==> config.mk <==
export PLATFORM = sky130hd
export DESIGN_NAME = uart_rx_byte
export DESIGN_NICKNAME = d
export VERILOG_FILES = /design/src/rtl/uart_rx_byte.sv
export SDC_FILE = /design/constraint.sdc
export NUM_CORES = 1
export LEC_CHECK = 0
export CORE_MARGIN = 8
export CORE_UTILIZATION = 55
export DETAILED_ROUTE_END_ITERATION = 8
export PLACE_DENSITY = 0.83
export SKIP_CTS_REPAIR_TIMING = 1
export SYNTH_ARGS = -nofsm -noshare
export SYNTH_HDL_FRONTEND = slang
export SYNTH_SLANG_ARGS = --single-unit
==> constraint.sdc <==
create_clock -name clk -period 4.4 [get_ports clk]
set_clock_uncertainty 0.15 [all_clocks]
set_input_delay 0.88 -clock clk [delete_from_list [all_inputs] [get_ports clk]]
set_output_delay 0.88 -clock clk [all_outputs]
set_load 0.05 [all_outputs]
==> src/rtl/uart_rx_byte.sv <==
// 8N1 UART receiver: 2-flop synchronizer, mid-bit sampling, false-start and
// framing-error detection, registered one-cycle valid/error pulses.
module uart_rx_byte #(
   parameter int CLKS_PER_BIT = 16,
   parameter int CNT_W        = 16
) (
   input  logic       clk,
   input  logic       rst,
   input  logic       rx_in,
   output logic [7:0] rx_data,
   output logic       rx_valid,
   output logic       rx_frame_err,
   output logic       busy
);

   typedef enum logic [2:0] {IDLE, START, DATA, STOP, RECOVER} state_t;

   localparam logic [CNT_W-1:0] HALF_M1 = CNT_W'(CLKS_PER_BIT / 2 - 1);
   localparam logic [CNT_W-1:0] FULL_M1 = CNT_W'(CLKS_PER_BIT - 1);

   state_t           r_state, w_state_nxt;
   logic             r_sync1, r_sync2;
   logic [CNT_W-1:0] r_cnt, w_cnt_nxt;
   logic [2:0]       r_idx, w_idx_nxt;
   logic [7:0]       r_shift, w_shift_nxt;
   logic [7:0]       r_data, w_data_nxt;
   logic             r_valid, w_valid_nxt;
   logic             r_ferr, w_ferr_nxt;
   logic             w_rxs;

   assign w_rxs = r_sync2;

   always_ff @(posedge clk or posedge rst) begin
      if (rst) begin
         r_sync1 <= 1'b1;
         r_sync2 <= 1'b1;
         r_state <= IDLE;
         r_cnt   <= '0;
         r_idx   <= '0;
         r_shift <= '0;
         r_data  <= '0;
         r_valid <= 1'b0;
         r_ferr  <= 1'b0;
      end else begin
         r_sync1 <= rx_in;
         r_sync2 <= r_sync1;
         r_state <= w_state_nxt;
         r_cnt   <= w_cnt_nxt;
         r_idx   <= w_idx_nxt;
         r_shift <= w_shift_nxt;
         r_data  <= w_data_nxt;
         r_valid <= w_valid_nxt;
         r_ferr  <= w_ferr_nxt;
      end
   end

   always_comb begin
      w_state_nxt = r_state;
      w_cnt_nxt   = r_cnt;
      w_idx_nxt   = r_idx;
      w_shift_nxt = r_shift;
      w_data_nxt  = r_data;
      w_valid_nxt = 1'b0;
      w_ferr_nxt  = 1'b0;
      unique case (r_state)
         IDLE: begin
            if (!w_rxs) begin
               w_state_nxt = START;
               w_cnt_nxt   = '0;
            end
         end
         START: begin
            // Half-bit delay puts every later sample at the centre of its bit.
            if (r_cnt == HALF_M1) begin
               w_cnt_nxt = '0;
               if (w_rxs) begin
                  w_state_nxt = IDLE;
               end else begin
                  w_state_nxt = DATA;
                  w_idx_nxt   = '0;
               end
            end else begin
               w_cnt_nxt = r_cnt + CNT_W'(1);
            end
         end
         DATA: begin
            if (r_cnt == FULL_M1) begin
               w_cnt_nxt          = '0;
               w_shift_nxt[r_idx] = w_rxs;
               if (r_idx == 3'd7) begin
                  w_state_nxt = STOP;
               end else begin
                  w_idx_nxt = r_idx + 3'd1;
               end
            end else begin
               w_cnt_nxt = r_cnt + CNT_W'(1);
            end
         end
         STOP: begin
            if (r_cnt == FULL_M1) begin
               w_cnt_nxt = '0;
               if (w_rxs) begin
                  w_data_nxt  = r_shift;
                  w_valid_nxt = 1'b1;
                  w_state_nxt = IDLE;
               end else begin
                  w_ferr_nxt  = 1'b1;
                  w_state_nxt = RECOVER;
               end
            end else begin
               w_cnt_nxt = r_cnt + CNT_W'(1);
            end
         end
         RECOVER: begin
            if (w_rxs) begin
               w_state_nxt = IDLE;
            end
         end
         default: w_state_nxt = IDLE;
      endcase
   end

   assign rx_data      = r_data;
   assign rx_valid     = r_valid;
   assign rx_frame_err = r_ferr;
   assign busy         = (r_state != IDLE);

endmodule

==> results.toml, run 1 <==
[outcome]
status = "completed"

[placement]
portBuffers = 13
gp_congestion = 0.807
dp_hpwl_um = 2740

[hold_path]
hold_path_class = "flop to flop"
min_from = "r_sync1"

[drt]
num_vias = 1472
finalWirelength_um = 3970
wl_per_cell_um = 15.5
drc = 0
firstDrtPassIters = 4
ant_nets = 0
drt_iter0_drc = 76
via_per_inst = 5.75

[power]
vdd_drop_max_mv = 0.257
p_total_mw = 0.967
p_leak_nw = 1.13
power_density_nw_per_um2 = 400

[grt]
met2_usage = 0.230
met1_usage = 0.168
antenna_found_initial = 0
grt_pass1_vias = 1472
grt_max_degree = 26
use_met3 = 0.0203
grt_pass1_wl_um = 6880
grt-busiest-layer = "met2"
overflow = 0
grt_usage = 0.139

[clocking]
clk_pin_slew_worst_paths_ns = 0.08
clock_tree.root_cell = "clkbuf_8"
clock_sinks = 42
clk_latency_ns = 0.29
cts_buffers = 5
cts_tree = "built"
clock_path_buffers = 2
htreeDepth = 2

[critical_path]
crit_chain = "or3_1 -> clkdlybuf4s50_1"
cp-endpoint = "busy"
crit_start = "r_state[0]"
worstReg2RegEnd = "r_cnt[7]"
endpoint_kind = "output pin"
arrival_ns = 1.97
slowest_stage = "clkdlybuf4s50_1"
ff2ff_path_depth = 6
critical_path.max_fanout = 16
crit_family = "buffers and inverters"
start_kind = "flop"
crit_cells = 2
required_ns = 3.37
reg2reg_slack_ns = 1.79
path_buf_inv = 1
r2r-start = "r_cnt[0]"
crit_type = "flop to output pin"
max_stage_delay_ns = 0.71

[floorplanning]
dieArea_sq_um = 6220
start_util = 0.556
dieWidth_um = 78.9
die_y_um = 78.9
ios = 14
placementRows = 23
coreArea_sq_um = 3910

[logic_synthesis]
yosysUniqueCellTypes = 46
yosysWarningCount = 0
synth_edf_count = 0
synthFlopType = "dfrtp_1"
synth_area_sq_um = 2170
synth-async-reset-ratio = 1.00
synth_cells = 194
synth_seq_cells = 42
avgSynthCellArea_sq_um = 11.2
yosysSeqAreaShare = 0.484
syn_nets = 200

[layout]
fill_cells = 318
final_common_cell = "dfrtp_1"
area_delta_synth_final_pct = 11.1
drive_gt1_frac = 0.180
nets = 211
final_core_util = 0.617
final_cell_mix = "dfrtp_1, mux2_2, nand2_1, clkdlybuf4s50_1"
diodes = 0
multi_input_area_sq_um = 1060
regArea_sq_um = 1050

[timing]
worst_pin_slew_ns = 1.03
slew_violations = 0
fmax_mhz = 333
rsz0062_at_grt = "no"
slew_headroom = 0.311
fin_setup_tns_ns = 0
setup_viol = 0
fin_crit_sh = 0.682
period_minus_slack_ns = 3.00
finalHoldViolations = 0

[flow_run]
maxCapViolations = 0
## cells in the mapped netlist, types with 2 or more instances
master / count / area share
inv_1: 4 / 0.0069
buf_2: 3 / 0.0069
nor2_1: 9 / 0.016
dfstp_2: 2 / 0.024
nor3_1: 6 / 0.014
o21ai_1: 2 / 0.0046
a22o_1: 3 / 0.012
nor4b_4: 2 / 0.022
nand4b_1: 4 / 0.016
and3_1: 5 / 0.014
a21o_1: 5 / 0.017
or2_2: 2 / 0.0058
or3_1: 4 / 0.012
buf_1: 2 / 0.0035
a31oi_1: 2 / 0.0058
nand3_1: 9 / 0.021
nand4_1: 4 / 0.012
nor3b_1: 5 / 0.017
xor2_1: 2 / 0.0081
nor4_4: 2 / 0.020
a21oi_1: 10 / 0.023
dfrtp_1: 40 / 0.46
and4_1: 2 / 0.0081
nor4_2: 2 / 0.012
nand2_1: 13 / 0.022
ha_1: 3 / 0.017
mux2_2: 14 / 0.072
o21ai_0: 10 / 0.023
clkbuf_1: 4 / 0.0069
mux2_1: 3 / 0.016
## metrics by stage
stage          hold slack [ns]  cell area [sq um]  setup WS, ns  instances
2_1_floorplan            0.195               2170          2.16        194
3_3_place_gp             0.197               2330          1.71        248
3_5_place_dp             0.198               2330          1.71        248
4_1_cts                  0.214               2420          1.38        256
5_1_grt                  0.218               2420          1.30        256
6_report                 0.216               2420          1.40        256
## worst min path at each step
stage | endpoint | slack [ns] | cells after the start
floorplan | r_sync2 | 0.20 | 0
global placement | r_sync2 | 0.20 | 0
detailed placement | r_sync2 | 0.20 | 0
CTS | r_sync2 | 0.21 | 0
global route | r_sync2 | 0.22 | 0
finish | r_sync2 | 0.22 | 0
## routing by layer
layer | vias to the layer above | routed length, um
met5 | - | 0
li1 | 734 | -
met4 | 0 | 80
met2 | 20 | 2020
met1 | 713 | 1770
met3 | 5 | 92
## cells by family (layout without fill, tap and decap cells)
group | count (synthesis) | count (layout) | share of synthesized area
adder cells (fa/ha/maj) | 3 | 3 | 0.0173
XOR/XNOR | 2 | 2 | 0.00806
AO/OA/AOI/OAI | 37 | 37 | 0.113
buffers and inverters | 14 | 26 | 0.0276
multiplexers | 18 | 18 | 0.0926
flip-flops | 42 | 42 | 0.484
AND/OR/NAND/NOR | 78 | 78 | 0.257
## power by group
group	internal [mW]	switching, mW	total, mW
registers	0.417	0.0590	0.476
logic	0.102	0.149	0.251
clock network	0.112	0.128	0.240
total	0.632	0.336	0.967
## sequential cells by signal (all words and copies together), names as in the netlist
register	cells
r_idx	3
rx_frame_err	1
rx_data	8
r_sync2	1
r_state	3
rx_valid	1
r_cnt	16
r_sync1	1
r_shift	8
## cell type report
type                       instances  share of cell area
clock inverter                     2             0.00570
timing repair buffer              14              0.0570
inverter                           4             0.00621
clock buffer                       6              0.0300
sequential                        42               0.436
tap                               50              0.0259
multi-input combinational        138               0.439
Power figures use the tool's default switching activity.
==> run 2: changes to the inputs <==
--- a/config.mk
+++ b/config.mk
@@ -6,7 +6,7 @@
 export NUM_CORES = 1
 export LEC_CHECK = 0
 export CORE_MARGIN = 8
-export CORE_UTILIZATION = 55
+export CORE_UTILIZATION = 53
 export DETAILED_ROUTE_END_ITERATION = 8
 export PLACE_DENSITY = 0.83
 export SKIP_CTS_REPAIR_TIMING = 1
==> constraint.sdc (replaced) <==
create_clock -name clk -period 2.7 [get_ports clk]
set_clock_uncertainty 0.15 [all_clocks]
set_input_delay 0.54 -clock clk [delete_from_list [all_inputs] [get_ports clk]]
set_output_delay 0.54 -clock clk [all_outputs]
set_load 0.05 [all_outputs]
==> run 2 against run 1 <==
Via count is 1.7% higher. Sequential power is 55% higher. Final cell count is 1.2% higher. Critical path depth stayed put. Clock power is 110% higher. Setup slack worse by 1.3 ns. Sequential share of layout area is 0.88 points lower. Non-clock buffer count is 3 higher. Utilization is 0.37 points higher. Global-route usage is 1.5 points lower. Routed wire length is 6.3% lower. Largest cell class unchanged.
==> results.toml, run 2 (synthesized netlist as in run 1, its figures left out) <==
[timing]
period_minus_slack_ns = 2.60
fin_ws_ns = 0.0984
slew_violations = 0
fin_crit_sh = 0.964
fmax_mhz = 384
setup_viol = 0
finalHoldViolations = 0
worst_pin_slew_ns = 0.678
rsz0062_at_grt = "no"
slew_headroom = 0.544
fin_setup_tns_ns = 0

[critical_path]
crit_chain = "or3_1 -> clkdlybuf4s50_1"
reg2reg_slack_ns = 0.48
r2r-start = "r_cnt[0]"
ff2ff_path_depth = 6
path_buf_inv = 1
critical_path.max_fanout = 12
endpoint_kind = "output pin"
slowest_stage = "clkdlybuf4s50_1"
max_stage_delay_ns = 0.71
crit_type = "flop to output pin"
start_kind = "flop"
required_ns = 2.01
worstReg2RegEnd = "r_shift[4]"
crit_family = "buffers and inverters"
arrival_ns = 1.91

[hold_path]
hold_path_class = "flop to flop"
min_path_cells = 0
hold_end = "r_sync2"
min_from = "r_sync1"

[power]
vdd_drop_max_mv = 0.565
p_total_mw = 1.70
p_leak_nw = 1.15
power_density_nw_per_um2 = 691

[grt]
grt_max_degree = 43
grt_pass1_wl_um = 6500
grt_usage = 0.124
overflow = 0
antenna_found_initial = 0
grt_pass1_vias = 1455

[layout]
diodes = 0
drive_gt1_frac = 0.196
stdcell_area_sq_um = 2470
final_common_cell = "dfrtp_1"
fill_cells = 303
regMostFlops = "r_cnt"
final_cell_mix = "dfrtp_1, mux2_2, nand2_1, clkdlybuf4s50_1"
area_delta_synth_final_pct = 13.4
largest_register_ffs = 16
nets = 214

[clocking]
cts_tree = "built"
clk_pin_slew_worst_paths_ns = 0.08
clock_path_buffers = 2
clock_sinks = 42
clk_latency_ns = 0.29
cts_buffers = 5
clock_tree.root_cell = "clkbuf_8"
htreeDepth = 2

[drt]
wl_met2_um = 1820
drc = 0
ant_nets = 0
firstDrtPassIters = 4
finalWirelength_um = 3720
num_vias = 1497
top_layer = "met4"
wl_per_cell_um = 14.4
drt_iter0_drc = 67
via_per_inst = 5.78
met1_length_um = 1750
wl_met3_um = 105

[floorplanning]
ios = 14
dieWidth_um = 80.1
die_y_um = 80.1
placementRows = 23
start_util = 0.548
dieArea_sq_um = 6410
coreArea_sq_um = 3970

[outcome]
status = "completed"

[placement]
dp_hpwl_um = 2620
gp_congestion = 0.813
portBuffers = 13
dpl_cell_area_sq_um = 2350
place_ws_ns = 0.412

[flow_run]
maxCapViolations = 0
-- run 2: how the worst max path moves through the flow --
stage               start         end  slack [ns]  depth (start not counted)
6_report       r_state[2]        busy         0.1                          2
3_3_place_gp   r_state[2]        busy        0.43                          2
2_1_floorplan    r_cnt[0]  r_shift[0]        0.65                          6
5_1_grt        r_state[2]        busy       0.006                          2
4_1_cts        r_state[2]        busy        0.08                          2
3_5_place_dp   r_state[2]        busy        0.41                          2
-- run 2: routing by layer --
metal	vias to the layer above	GRT usage
met2	26	0.201
met4	0	0.0527
met5	-	0
met3	4	0.0234
met1	727	0.157
li1	740	-
-- run 2: metrics by stage --
stage	instances	util	hold slack, ns
after global placement	251	0.592	0.196
after CTS	259	0.621	0.212
after detailed placement	251	0.592	0.198
final	259	0.621	0.210
after floorplan	194	-	0.195
after global routing	259	0.621	0.213
-- run 2: where the power goes --
part / switching, mW / internal (mW) / total [mW]
registers: 0.0559 / 0.681 / 0.737
clock network: 0.218 / 0.275 / 0.493
logic: 0.283 / 0.191 / 0.473
total: 0.557 / 1.15 / 1.70
-- run 2: cell type report --
| cell class | instances | area, sq um | share of cell area |
|---|---|---|---|
| inverters | 4 | 15.0 | 0.00609 |
| clock inverters | 3 | 45.0 | 0.0183 |
| multi-input cells | 138 | 1060 | 0.430 |
| flip-flops and latches | 42 | 1050 | 0.427 |
| well taps | 50 | 62.6 | 0.0254 |
| clock buffers | 5 | 68.8 | 0.0279 |
| repair buffers | 17 | 160 | 0.0649 |
==> run 3: changes to the inputs <==
--- a/config.mk
+++ b/config.mk
@@ -5,9 +5,11 @@
 export SDC_FILE = /design/constraint.sdc
 export NUM_CORES = 1
 export LEC_CHECK = 0
+export CORE_ASPECT_RATIO = 0.6
 export CORE_MARGIN = 8
-export CORE_UTILIZATION = 53
+export CORE_UTILIZATION = 55
 export DETAILED_ROUTE_END_ITERATION = 8
+export MAX_ROUTING_LAYER = met4
 export PLACE_DENSITY = 0.83
 export SKIP_CTS_REPAIR_TIMING = 1
 export SYNTH_ARGS = -nofsm -noshare
==> constraint.sdc (replaced) <==
create_clock -name clk -period 3 [get_ports clk]
set_clock_uncertainty 0.15 [all_clocks]
set_input_delay 0.6 -clock clk [delete_from_list [all_inputs] [get_ports clk]]
set_output_delay 0.6 -clock clk [all_outputs]
set_load 0.05 [all_outputs]
==> run 3 against run 2 <==
Sequential power is 4.9% lower. Combinational power is 18% lower. Via count is 4.5% higher. Worst hold slack improved by 0.0059 ns. Critical path type unchanged. Critical endpoint unchanged. Largest cell class unchanged.
==> results.toml, run 3 (synthesized netlist as in run 1, its figures left out) <==
[outcome]
status = "completed"

[grt]
overflow = 0
grt_usage = 0.140
grt_pass1_vias = 1446
grt_pass1_wl_um = 7010
antenna_found_initial = 0
grt_max_degree = 43

[timing]
rsz0062_at_grt = "no"
setup_viol = 0
period_minus_slack_ns = 2.73
hold_ws_ns = 0.216
slew_violations = 0
worst_pin_slew_ns = 0.675
slew_headroom = 0.547
fin_crit_sh = 0.910
fmax_mhz = 366
finalHoldViolations = 0
fin_setup_tns_ns = 0

[clocking]
clk_pin_slew_worst_paths_ns = 0.07
clock_sinks = 42
clock_path_buffers = 2
htreeDepth = 2
clk_latency_ns = 0.28
cts_buffers = 5
clock_tree.root_cell = "clkbuf_8"
cts_tree = "built"

[layout]
regMostFlops = "r_cnt"
diodes = 0
area_delta_synth_final_pct = 11.5
nets = 212
final_common_cell = "dfrtp_1"
drive_gt1_frac = 0.184
fin_cells = 254
final_cell_mix = "dfrtp_1, mux2_2, nand2_1, clkdlybuf4s50_1"
largest_register_ffs = 16
fill_cells = 274

[hold_path]
min_path_cells = 0
hold_path_class = "flop to flop"

[floorplanning]
die_y_um = 64.7
coreArea_sq_um = 3720
dieWidth_um = 97.2
start_util = 0.584
dieArea_sq_um = 6290
placementRows = 17
ios = 14

[drt]
finalWirelength_um = 4250
wl_per_cell_um = 16.7
firstDrtPassIters = 4
drt_iter0_drc = 113
ant_nets = 0
drc = 0
via_per_inst = 6.16
num_vias = 1564

[placement]
gp_congestion = 0.870
dp.cells = 246
portBuffers = 13
dp_hpwl_um = 3100

[critical_path]
crit_type = "flop to output pin"
required_ns = 2.25
arrival_ns = 1.98
start_kind = "flop"
endpoint_kind = "output pin"
critical_path.max_fanout = 16
ff2ff_path_depth = 6

[power]
swShare = 0.344
p_comb_frac = 0.267
p_sw_mw = 0.501
p_seq_frac = 0.481
power_density_nw_per_um2 = 601
intPower_mw = 0.956
p_leak_nw = 1.14
vdd_drop_max_mv = 0.436
p_total_mw = 1.46
clkPwrFrac = 0.252

[flow_run]
maxCapViolations = 0
## run 3: final timing paths
path                            slack, ns    endpoint        from
worst max-delay path                 0.27        busy  r_state[0]
worst min-delay path                 0.22     r_sync2     r_sync1
worst max register to register       0.73  r_shift[0]    r_cnt[0]
worst min register to register       0.22     r_sync2     r_sync1
max in group asynchronous            1.74     r_sync2         rst
min in group asynchronous            0.60    r_cnt[1]         rst
## run 3: power groups by stage
stage	Combinational [mW]	Clock, mW	Sequential (mW)
floorplan	0.341	0	0.665
global placement	0.366	0	0.700
detailed placement	0.386	0	0.709
CTS	0.389	0.380	0.698
global route	0.424	0.404	0.711
finish	0.389	0.367	0.701
## run 3: worst max-delay path, stage by stage (launching register included)
cell and delay [ns]:
dfrtp_1 0.55, or3_1 0.44, clkdlybuf4s50_1 0.71
## run 3: area by class of cell
type / instances / area, sq um / area share
multi-input combinational: 138 / 1060 / 0.438
sequential: 42 / 1050 / 0.434
timing repair buffer: 15 / 145 / 0.0599
clock buffer: 7 / 86.3 / 0.0356
tap: 47 / 58.8 / 0.0243
inverter: 4 / 15.0 / 0.00619
clock inverter: 1 / 5.00 / 0.00206
## run 3: layer usage
metal | vias up | GRT usage | share of wire | wire (um)
met1 | 786 | 0.190 | 0.51 | 2150
met3 | 2 | 0.0466 | 0.045 | 192
met4 | 0 | 0.0362 | 0.0031 | 13
met5 | - | - | 0 | 0
met2 | 34 | 0.195 | 0.45 | 1900
li1 | 742 | - | - | -
## run 3: metrics by stage
stage,worst slack (ns),util,cell area (sq um)
floorplan,0.950,-,2170
global route,0.214,0.651,2420
CTS,0.265,0.651,2420
finish,0.271,0.651,2420
global placement,0.620,0.627,2330
detailed placement,0.582,0.627,2330
